<file path="src/rtl/ccff_loader_pkg.sv">
// Shared types and helpers for the ccff chain loader: FSM state encoding and
// the per-word bit-count rule used when the chain length is not a word multiple.
package ccff_loader_pkg;

  typedef enum logic [1:0] {
    IDLE,
    FETCH,
    SHIFT,
    DONE
  } state_t;

  // Bits to shift for the next word: a full word, or whatever is left of the chain.
  function automatic int calc_nbits(input int word_w, input int remaining);
    return (remaining < word_w) ? remaining : word_w;
  endfunction

endpackage

</file>
<file path="src/rtl/ccff_serdes.sv">
// Word serializer toward ccff_head and deserializer from ccff_tail; runs one
// burst of nbits enabled chain edges per load pulse.
module ccff_serdes #(
  parameter int WORD_W = 8,
  localparam int NB_W = $clog2(WORD_W + 1)
) (
  input  logic              clk,
  input  logic              rst_n,
  input  logic              load,
  input  logic [WORD_W-1:0] data,
  input  logic [NB_W-1:0]   nbits,
  input  logic              tail,
  output logic              head,
  output logic              shift_en,
  output logic              last,
  output logic [WORD_W-1:0] capture
);

  logic [WORD_W-1:0] wsr_reg;
  logic [WORD_W-2:0] rsr_reg;
  logic [NB_W-1:0]   cnt_reg;
  logic              shift_en_reg;
  logic [WORD_W-1:0] aligned;

  // Left-justify the used bits so the head bit is always the MSB; the low
  // bits shifted in are zero, which returns head to 0 after the last bit.
  assign aligned  = data << (NB_W'(WORD_W) - nbits);
  assign capture  = {rsr_reg, tail};
  assign last     = shift_en_reg && (cnt_reg == NB_W'(1));
  assign head     = wsr_reg[WORD_W-1];
  assign shift_en = shift_en_reg;

  always_ff @(posedge clk or negedge rst_n) begin
    if (!rst_n) begin
      wsr_reg      <= '0;
      rsr_reg      <= '0;
      cnt_reg      <= '0;
      shift_en_reg <= 1'b0;
    end else if (load) begin
      wsr_reg      <= aligned;
      rsr_reg      <= '0;
      cnt_reg      <= nbits;
      shift_en_reg <= 1'b1;
    end else if (shift_en_reg) begin
      wsr_reg <= wsr_reg << 1;
      rsr_reg <= capture[WORD_W-2:0];
      cnt_reg <= cnt_reg - NB_W'(1);
      if (cnt_reg == NB_W'(1)) begin
        shift_en_reg <= 1'b0;
      end
    end
  end

endmodule

</file>
<file path="src/rtl/ccff_chain_loader.sv">
// ccff chain bitstream loader: host words in over valid/ready, serialized into
// the chain, with the displaced chain contents returned as readback words.
module ccff_chain_loader
  import ccff_loader_pkg::*;
#(
  parameter int WORD_W = 8,
  parameter int CHAIN_LEN = 64,
  localparam int CNT_W = $clog2(CHAIN_LEN + 1)
) (
  input  logic              prog_clk,
  input  logic              prog_reset_n,
  input  logic              start,
  input  logic [WORD_W-1:0] wr_data,
  input  logic              wr_valid,
  output logic              wr_ready,
  output logic [WORD_W-1:0] rb_data,
  output logic              rb_valid,
  input  logic              rb_ready,
  output logic              ccff_head,
  output logic              ccff_shift_en,
  input  logic              ccff_tail,
  output logic              busy,
  output logic              done,
  output logic [CNT_W-1:0]  bit_count
);

  localparam int NB_W = $clog2(WORD_W + 1);

  state_t            state_reg;
  logic              busy_reg;
  logic              done_reg;
  logic [CNT_W-1:0]  bit_count_reg;
  logic [WORD_W-1:0] rb_data_reg;
  logic              rb_valid_reg;
  logic              accept;
  logic              last;
  logic [NB_W-1:0]   nbits;
  logic [WORD_W-1:0] capture;

  // A pending readback blocks the next word so the one-deep buffer never overflows.
  assign wr_ready = (state_reg == FETCH) && !rb_valid_reg;
  assign accept   = wr_valid && wr_ready;
  assign nbits    = NB_W'(calc_nbits(WORD_W, CHAIN_LEN - int'(bit_count_reg)));

  ccff_serdes #(
    .WORD_W(WORD_W)
  ) u_serdes (
    .clk      (prog_clk),
    .rst_n    (prog_reset_n),
    .load     (accept),
    .data     (wr_data),
    .nbits    (nbits),
    .tail     (ccff_tail),
    .head     (ccff_head),
    .shift_en (ccff_shift_en),
    .last     (last),
    .capture  (capture)
  );

  always_ff @(posedge prog_clk or negedge prog_reset_n) begin
    if (!prog_reset_n) begin
      state_reg     <= IDLE;
      busy_reg      <= 1'b0;
      done_reg      <= 1'b0;
      bit_count_reg <= '0;
      rb_data_reg   <= '0;
      rb_valid_reg  <= 1'b0;
    end else begin
      done_reg <= 1'b0;
      if (rb_valid_reg && rb_ready) begin
        rb_valid_reg <= 1'b0;
      end
      case (state_reg)
        IDLE: begin
          if (start) begin
            bit_count_reg <= '0;
            busy_reg      <= 1'b1;
            state_reg     <= FETCH;
          end
        end
        FETCH: begin
          if (accept) begin
            state_reg <= SHIFT;
          end
        end
        SHIFT: begin
          bit_count_reg <= bit_count_reg + CNT_W'(1);
          if (last) begin
            rb_data_reg  <= capture;
            rb_valid_reg <= 1'b1;
            if (bit_count_reg == CNT_W'(CHAIN_LEN - 1)) begin
              state_reg <= DONE;
              done_reg  <= 1'b1;
            end else begin
              state_reg <= FETCH;
            end
          end
        end
        DONE: begin
          busy_reg  <= 1'b0;
          state_reg <= IDLE;
        end
        default: state_reg <= IDLE;
      endcase
    end
  end

  assign busy      = busy_reg;
  assign done      = done_reg;
  assign bit_count = bit_count_reg;
  assign rb_data   = rb_data_reg;
  assign rb_valid  = rb_valid_reg;

endmodule

</file>
<file path="config.mk">
export PLATFORM = sky130hd
export DESIGN_NAME = ccff_chain_loader
export DESIGN_NICKNAME = d
export VERILOG_FILES = /design/src/rtl/ccff_loader_pkg.sv /design/src/rtl/ccff_serdes.sv /design/src/rtl/ccff_chain_loader.sv
export SDC_FILE = /design/constraint.sdc
export NUM_CORES = 1
export LEC_CHECK = 0
export ABC_AREA = 1
export CORE_ASPECT_RATIO = 0.6
export CORE_MARGIN = 1.5
export CORE_UTILIZATION = 57
export DETAILED_ROUTE_END_ITERATION = 10
export HOLD_SLACK_MARGIN = 0.15
export PLACE_DENSITY = 0.84
export SYNTH_ARGS = -nofsm -noshare
export SYNTH_HDL_FRONTEND = slang
export SYNTH_SLANG_ARGS = --single-unit
</file>
<file path="constraint.sdc">
create_clock -name prog_clk -period 4.69 [get_ports prog_clk]
set_input_delay 0.938 -clock prog_clk [delete_from_list [all_inputs] [get_ports prog_clk]]
set_output_delay 0.938 -clock prog_clk [all_outputs]
set_load 0.005 [all_outputs]
</file>
[After elaboration in Yosys (flattened, before gate mapping)]
Index checks and enable logic that the tools add are counted.
Storage, ports and cells
  bits in registers: 40
  input bits: 14
  output and inout port bits: 21
Cells by class
  shift-type cells: 1
  equal/unequal tests: 8
  $lt $le $gt $ge: 1
  $add $sub $neg: 4
  muxes and demuxes: 25
  reduce and logical (&&, ||, !) cells: 13
Operators by type and width (number)
  two-way mux 7 bit: 3
  two-way mux 8 bit: 2
  one-hot mux 7 bit (2 select lines): 1
  two-way mux 4 bit: 3
  two-way mux 1 bit: 10
  less-than comparator 8 x 5 -> 1 bit, second input constant: 1
  two-way mux 2 bit: 4
  one-hot mux 2 bit (4 select lines): 1
  left shift 8 x 4 -> 8 bit: 1
  subtractor 7 x 7 -> 8 bit, first input constant: 1
  adder 7 x 1 -> 7 bit, second input constant: 1
  equality test 7 x 6 -> 1 bit, second input constant: 1
  inequality test 2 bit, second input constant: 3
  AND reduction 2 bit: 3
  nonzero test 2 bit: 3
  equality test 2 bit, second input constant: 2
  equality test 4 x 1 -> 1 bit, second input constant: 1
  logical AND 1 bit: 4
  subtractor 4 x 1 -> 4 bit, second input constant: 1
  subtractor 4 bit, first input constant: 1
  AND reduction 3 bit: 1
  equality test 2 x 1 -> 1 bit, second input constant: 1
  logical NOT 2 bit: 1
  one-hot mux 1 bit (2 select lines): 1
  logical NOT 1 bit: 1

[Longest topological paths before layout]
  depth in word-level cells: 6
  gate-level depth with buffers: 17
  gate-level depth less buffers: 16

[Hierarchy]
A second synthesis with hierarchy kept.
Second synthesis, totals
  cell total of the unflattened synthesis: 273
  area total of the unflattened synthesis: 2331.0 sq um
Modules (own cells, without submodules)
  ccff_serdes: cells an instance 159, area an instance 1213.7 sq um, instances 1
  ccff_chain_loader: cells an instance 114, area an instance 1117.3 sq um, instances 1

[Least setup slack after synthesis]
No wires, ideal clock.
  path type: register to register
  start point: reg bit_count_reg[0] (netlist: bit_count[0])
  end point: reg u_serdes.wsr_reg[2]
  arrival time: 2290 ps
  clock period less this slack: 2361 ps
  cell stages (with the launch flop): 17
  buffers on the path: 1
  setup slack: 2329 ps
  setup time: 71 ps
  cell sequence: dfrtp_1 inv_2 ha_1 nand3_1 nand2_1 nor2_1 nand3_1 nand2_2 nand2_1 buf_4 ha_1 inv_1 nand3_1 and2_1 nor2_1 nor2_1 nor2_1
On the way
  cells in the longest elaborated chain, start to end: 6
RTL lines
  start: declaration: line ccff_chain_loader.sv:32  | logic [CNT_W-1:0] bit_count_reg;
  start signal: assignment: line ccff_chain_loader.sv:87  | bit_count_reg <= bit_count_reg + CNT_W'(1);
  subtractor 7 x 7 -> 8 bit *: line ccff_chain_loader.sv:43  | assign nbits = NB_W'(calc_nbits(WORD_W, CHAIN_LEN - int'(bit_count_reg)));
  less-than comparator 8 x 5 -> 1 bit: line ccff_loader_pkg.sv:14  | return (remaining < word_w) ? remaining : word_w;
  two-way mux 4 bit *: line ccff_loader_pkg.sv:14
  subtractor 4 bit *: line ccff_serdes.sv:27  | assign aligned = data << (NB_W'(WORD_W) - nbits);
  left shift 8 x 4 -> 8 bit *: line ccff_serdes.sv:27
  two-way mux 8 bit *: line ccff_serdes.sv:39  | end else if (load) begin
  end signal: assignment: line ccff_serdes.sv:40  | wsr_reg <= aligned;
  end signal: assignment: line ccff_serdes.sv:45  | wsr_reg <= wsr_reg << 1;
  end: declaration: line ccff_serdes.sv:19  | logic [WORD_W-1:0] wsr_reg;
Mark *: on every way between the ends. The rest lies on a longest branch, timed or not.
A chain may end at the register's enable or synchronous reset.

[Final worst setup path]
Same ends and word-level chain as after synthesis.

==> results_tabular.tex <==
\begin{tabular}{lr}
\hline
Metric & Value \\
\hline
\multicolumn{2}{l}{\textbf{Die}} \\
\quad Ports placed on the boundary & 35 \\
\quad Number of standard-cell rows in the floorplan & 17 \\
\quad Chip height & between 50 and 60 um \\
\quad Die Span X & 83.4 um \\
\quad Total Die Area & approximately 4300 um2 \\
\quad Initial cell density of the core & 0.597 \\
\quad Area of the placeable core & 3700 um2 \\
\multicolumn{2}{l}{\textbf{STA}} \\
\quad Number of setup violations in the final report & 0 \\
\quad Final critical-path share of the clock period & 0.694 \\
\quad Fmax & about 310 MHz \\
\quad Worst Tran Pin Value & 0.889 ns \\
\quad RSZ-0062 raised after global routing & no \\
\quad Shortest period the worst path allows & between 3 and 4 ns \\
\quad Hold Fails Final Rpt & 0 \\
\quad WHS & roughly 0.48 ns \\
\quad Fin Clk Skew & $\sim$0.0043 ns \\
\quad Max\_slew headroom & 0.408 \\
\quad Count of final max-slew check failures & 0 \\
\quad Summed negative setup slack over all endpoints & 0 ns \\
\multicolumn{2}{l}{\textbf{Layout}} \\
\quad Count of filler cells inserted in the layout & between 200 and 300 \\
\quad Post-route cell area & between 2000 and 3000 um2 \\
\quad Proportion of layout cells with a drive suffix above 1 & 0.0482 \\
\quad Count of nets after finishing & 351 \\
\quad Most common cell after layout, fill and taps aside & nand2\_1 \\
\quad Final cell utilization of the core & 0.715 \\
\quad Area growth syn-to-layout & 19.8\% \\
\quad Number of antenna cells inserted & 0 \\
\quad Highest-count cells in the layout ignoring fill and taps & nand2\_1, nand3\_1, dfrtp\_1 \\
\multicolumn{2}{l}{\textbf{Power and ir drop}} \\
\quad Worst vdd ir & between 0.2 and 0.3 mV \\
\quad Ratio of total power to cell area & 529 nW/um2 \\
\quad Static leakage & approximately 1.3 nW \\
\quad Total power draw & roughly 1.4 mW \\
\multicolumn{2}{l}{\textbf{Detailed routing}} \\
\quad Highest metal layer with signal wires & met4 \\
\quad Wire length on met3 & 296 um \\
\quad Routed WL per cell & $\sim$13 um \\
\quad Drt total wl & 4920 um \\
\quad Remaining antenna violation count & 0 \\
\quad TritonRoute pass-1 iters & 4 \\
\quad Starting DRC count in detailed routing & around 210 \\
\quad Detailed-route wire length on metal 1 & 2480 um \\
\quad DRC violations left & 0 \\
\quad Number of vias after detailed routing & 2066 \\
\quad Routed wl met2 & roughly 2100 um \\
\quad Per-cell via count in the routed design & between 5 and 6 \\
\multicolumn{2}{l}{\textbf{Min path}} \\
\quad Start point of the worst min-delay path & rb\_data[7] \\
\quad HP Class & reg2reg \\
\multicolumn{2}{l}{\textbf{Clocking}} \\
\quad Register clock-pin slew on the reported worst setup and hold paths & 0.08 ns \\
\quad Num CTS Buffers & 5 \\
\quad Clock Path Buffers & 2 \\
\quad Clock latency of the later-clocked register in the worst-skew pair & about 0.29 ns \\
\quad Cts-stage hold buffer count & 0 \\
\quad Post-cts resize count & 0 \\
\quad H-tree level count & 2 \\
\quad Clk Tree Root Cell & clkbuf\_8 \\
\quad Number of clock sinks seen by CTS & 40 \\
\quad Clock tree from TritonCTS & done \\
\quad Post-CTS setup-driven buffer insertion count & 0 \\
\multicolumn{2}{l}{\textbf{Flow run}} \\
\quad Number of max-cap violations & 0 \\
\multicolumn{2}{l}{\textbf{Worst setup path}} \\
\quad Crit. Startpoint & bit\_count[0] \\
\quad Critical Path Max Stage Delay & about 0.7 ns \\
\quad Worst Path Class, Setup & reg2reg \\
\quad Most used cell along the critical path & nor2\_1 \\
\quad Critical Path RT & slightly below 5 ns \\
\quad CP arrival & around 3.5 ns \\
\quad Highest-delay cell along the critical path & dfrtp\_1 \\
\quad Origin of the critical flop-to-flop path & bit\_count[0] \\
\quad Crit. End Element & flip-flop \\
\quad Max Fanout on Critical Path & 16 \\
\quad Setup slack of the most critical reg-to-reg path & roughly 1.4 ns \\
\quad Worst-path cell chain & inv\_2, ha\_1, nand3\_1, nand2\_1, nor2\_1, nand3\_1, nand2\_2, nand2\_1, ha\_1, inv\_1, nand3\_1, and2\_1, nor2\_1, nor2\_1, nor2\_1 \\
\quad Startpoint type of the worst setup path & flip-flop \\
\multicolumn{2}{l}{\textbf{Global routing}} \\
\quad Aggregate global routing overflow & 0 \\
\quad Number of antenna violations at the first check in global routing & 0 \\
\quad Pin count of the biggest net entering global routing & between 40 and 50 \\
\quad Total routing usage reported by global routing & 0.250 \\
\quad Number of global-route vias before repair & between 1.5k and 2k \\
\quad Global-route wire length before repair & around 8300 um \\
\multicolumn{2}{l}{\textbf{Synthesis}} \\
\quad Cell count after synthesis & 298 \\
\quad Number of storage elements in the synthesis netlist & 40 \\
\quad Number of warning messages in the yosys log & 0 \\
\quad Count of different cell masters after synthesis & 26 \\
\quad Post-synth top area cell & dfrtp\_1 \\
\quad Combined area of all synthesized cells & about 2200 um2 \\
\quad Mean post-synth cell area & 7.41 um2 \\
\quad Top-area cell type share of the netlist area & 0.453 \\
\quad Fraction of synthesis flops using an asynchronous set or reset pin & 1.00 \\
\quad Most frequently used flop master after synthesis & dfrtp\_1 \\
\quad Number of enable flip-flop cells after synthesis & 0 \\
\quad Portion of the post-synthesis area used by sequential elements & 0.453 \\
\quad Synthesized Nets & between 300 and 400 \\
\quad Biggest area contributors in the synthesized netlist & dfrtp\_1, nand2\_1, nand3\_1 \\
\multicolumn{2}{l}{\textbf{Place}} \\
\quad Post-Place Cell Area & between 2000 and 3000 um2 \\
\quad Placed wire-length estimate after detailed placement & roughly 3600 um \\
\quad Routability-driven placement congestion ratio & 0.916 \\
\quad Buffers added on ports & 34 \\
\multicolumn{2}{l}{\textbf{Run status}} \\
\quad Run status & complete, no violations \\
\hline
\end{tabular}
==> logic make-up after synthesis <==
logic type,count (synthesis),synth area share
AND/OR/NAND/NOR,156,0.300
buffers and inverters,49,0.0866
AO/OA/AOI/OAI,43,0.112
flip-flops,40,0.453
XOR/XNOR,5,0.0198
adder cells (fa/ha/maj),5,0.0283
==> worst max-delay path: cells and delay by family, from the launching register on <==
kind                     cells  cell delay [ns]
AND/OR/NAND/NOR             11             1.39
buffers and inverters        2             0.31
flip-flops                   1             0.68
adder cells (fa/ha/maj)      2             0.78
==> stage by stage <==
step                std cells  worst slack [ns]
global route              379              1.15
finish                    379              1.44
floorplan                 298              2.33
global placement          372              1.55
detailed placement        372              1.55
CTS                       379              1.50
==> routing by layer <==
metal	vias to the layer above	GRT usage
met4	0	0.0861
met3	5	0.0533
met2	79	0.367
met1	948	0.371
li1	1034	-
met5	-	0
==> path summary, 6_finish.rpt <==
| path | endpoint | cells after the start |
|---|---|---|
| worst max-delay path | u_serdes.wsr_reg[2] | 15 |
| min in group asynchronous | bit_count[5] | 1 |
| worst min-delay path | rb_data[7] | 2 |
| max in group asynchronous | bit_count[1] | 1 |
| worst min register to register | rb_data[7] | 2 |
| worst max register to register | u_serdes.wsr_reg[2] | 15 |
==> cell type report <==
type,count,area [um2],area share
flip-flops and latches,40,1000,0.378
well taps,47,58.8,0.0222
clock buffers,6,72.6,0.0274
repair buffers,34,335,0.127
multi-input cells,209,1020,0.384
inverters,42,158,0.0595
clock inverters,1,5.00,0.00189
==> cells in the mapped netlist, drive strengths merged (2+ instances only) <==
library cell / n
nand3: 40
ha: 5
clkinv: 2
buf: 4
xor2: 3
a21oi: 6
nand4: 2
o221ai: 3
nor2: 34
xnor2: 2
o21ai: 21
inv: 40
dfrtp: 40
o31ai: 2
nand2: 76
and2: 2
clkbuf: 3
o22ai: 10
==> where the power goes <==
part           internal [mW]  leakage, nW  switching (mW)  total, mW
clock                  0.101       0.0410           0.117      0.218
sequential             0.477        0.513          0.0929      0.570
combinational          0.271        0.709           0.343      0.613
No activity file was read; power rests on OpenSTA's default activity.
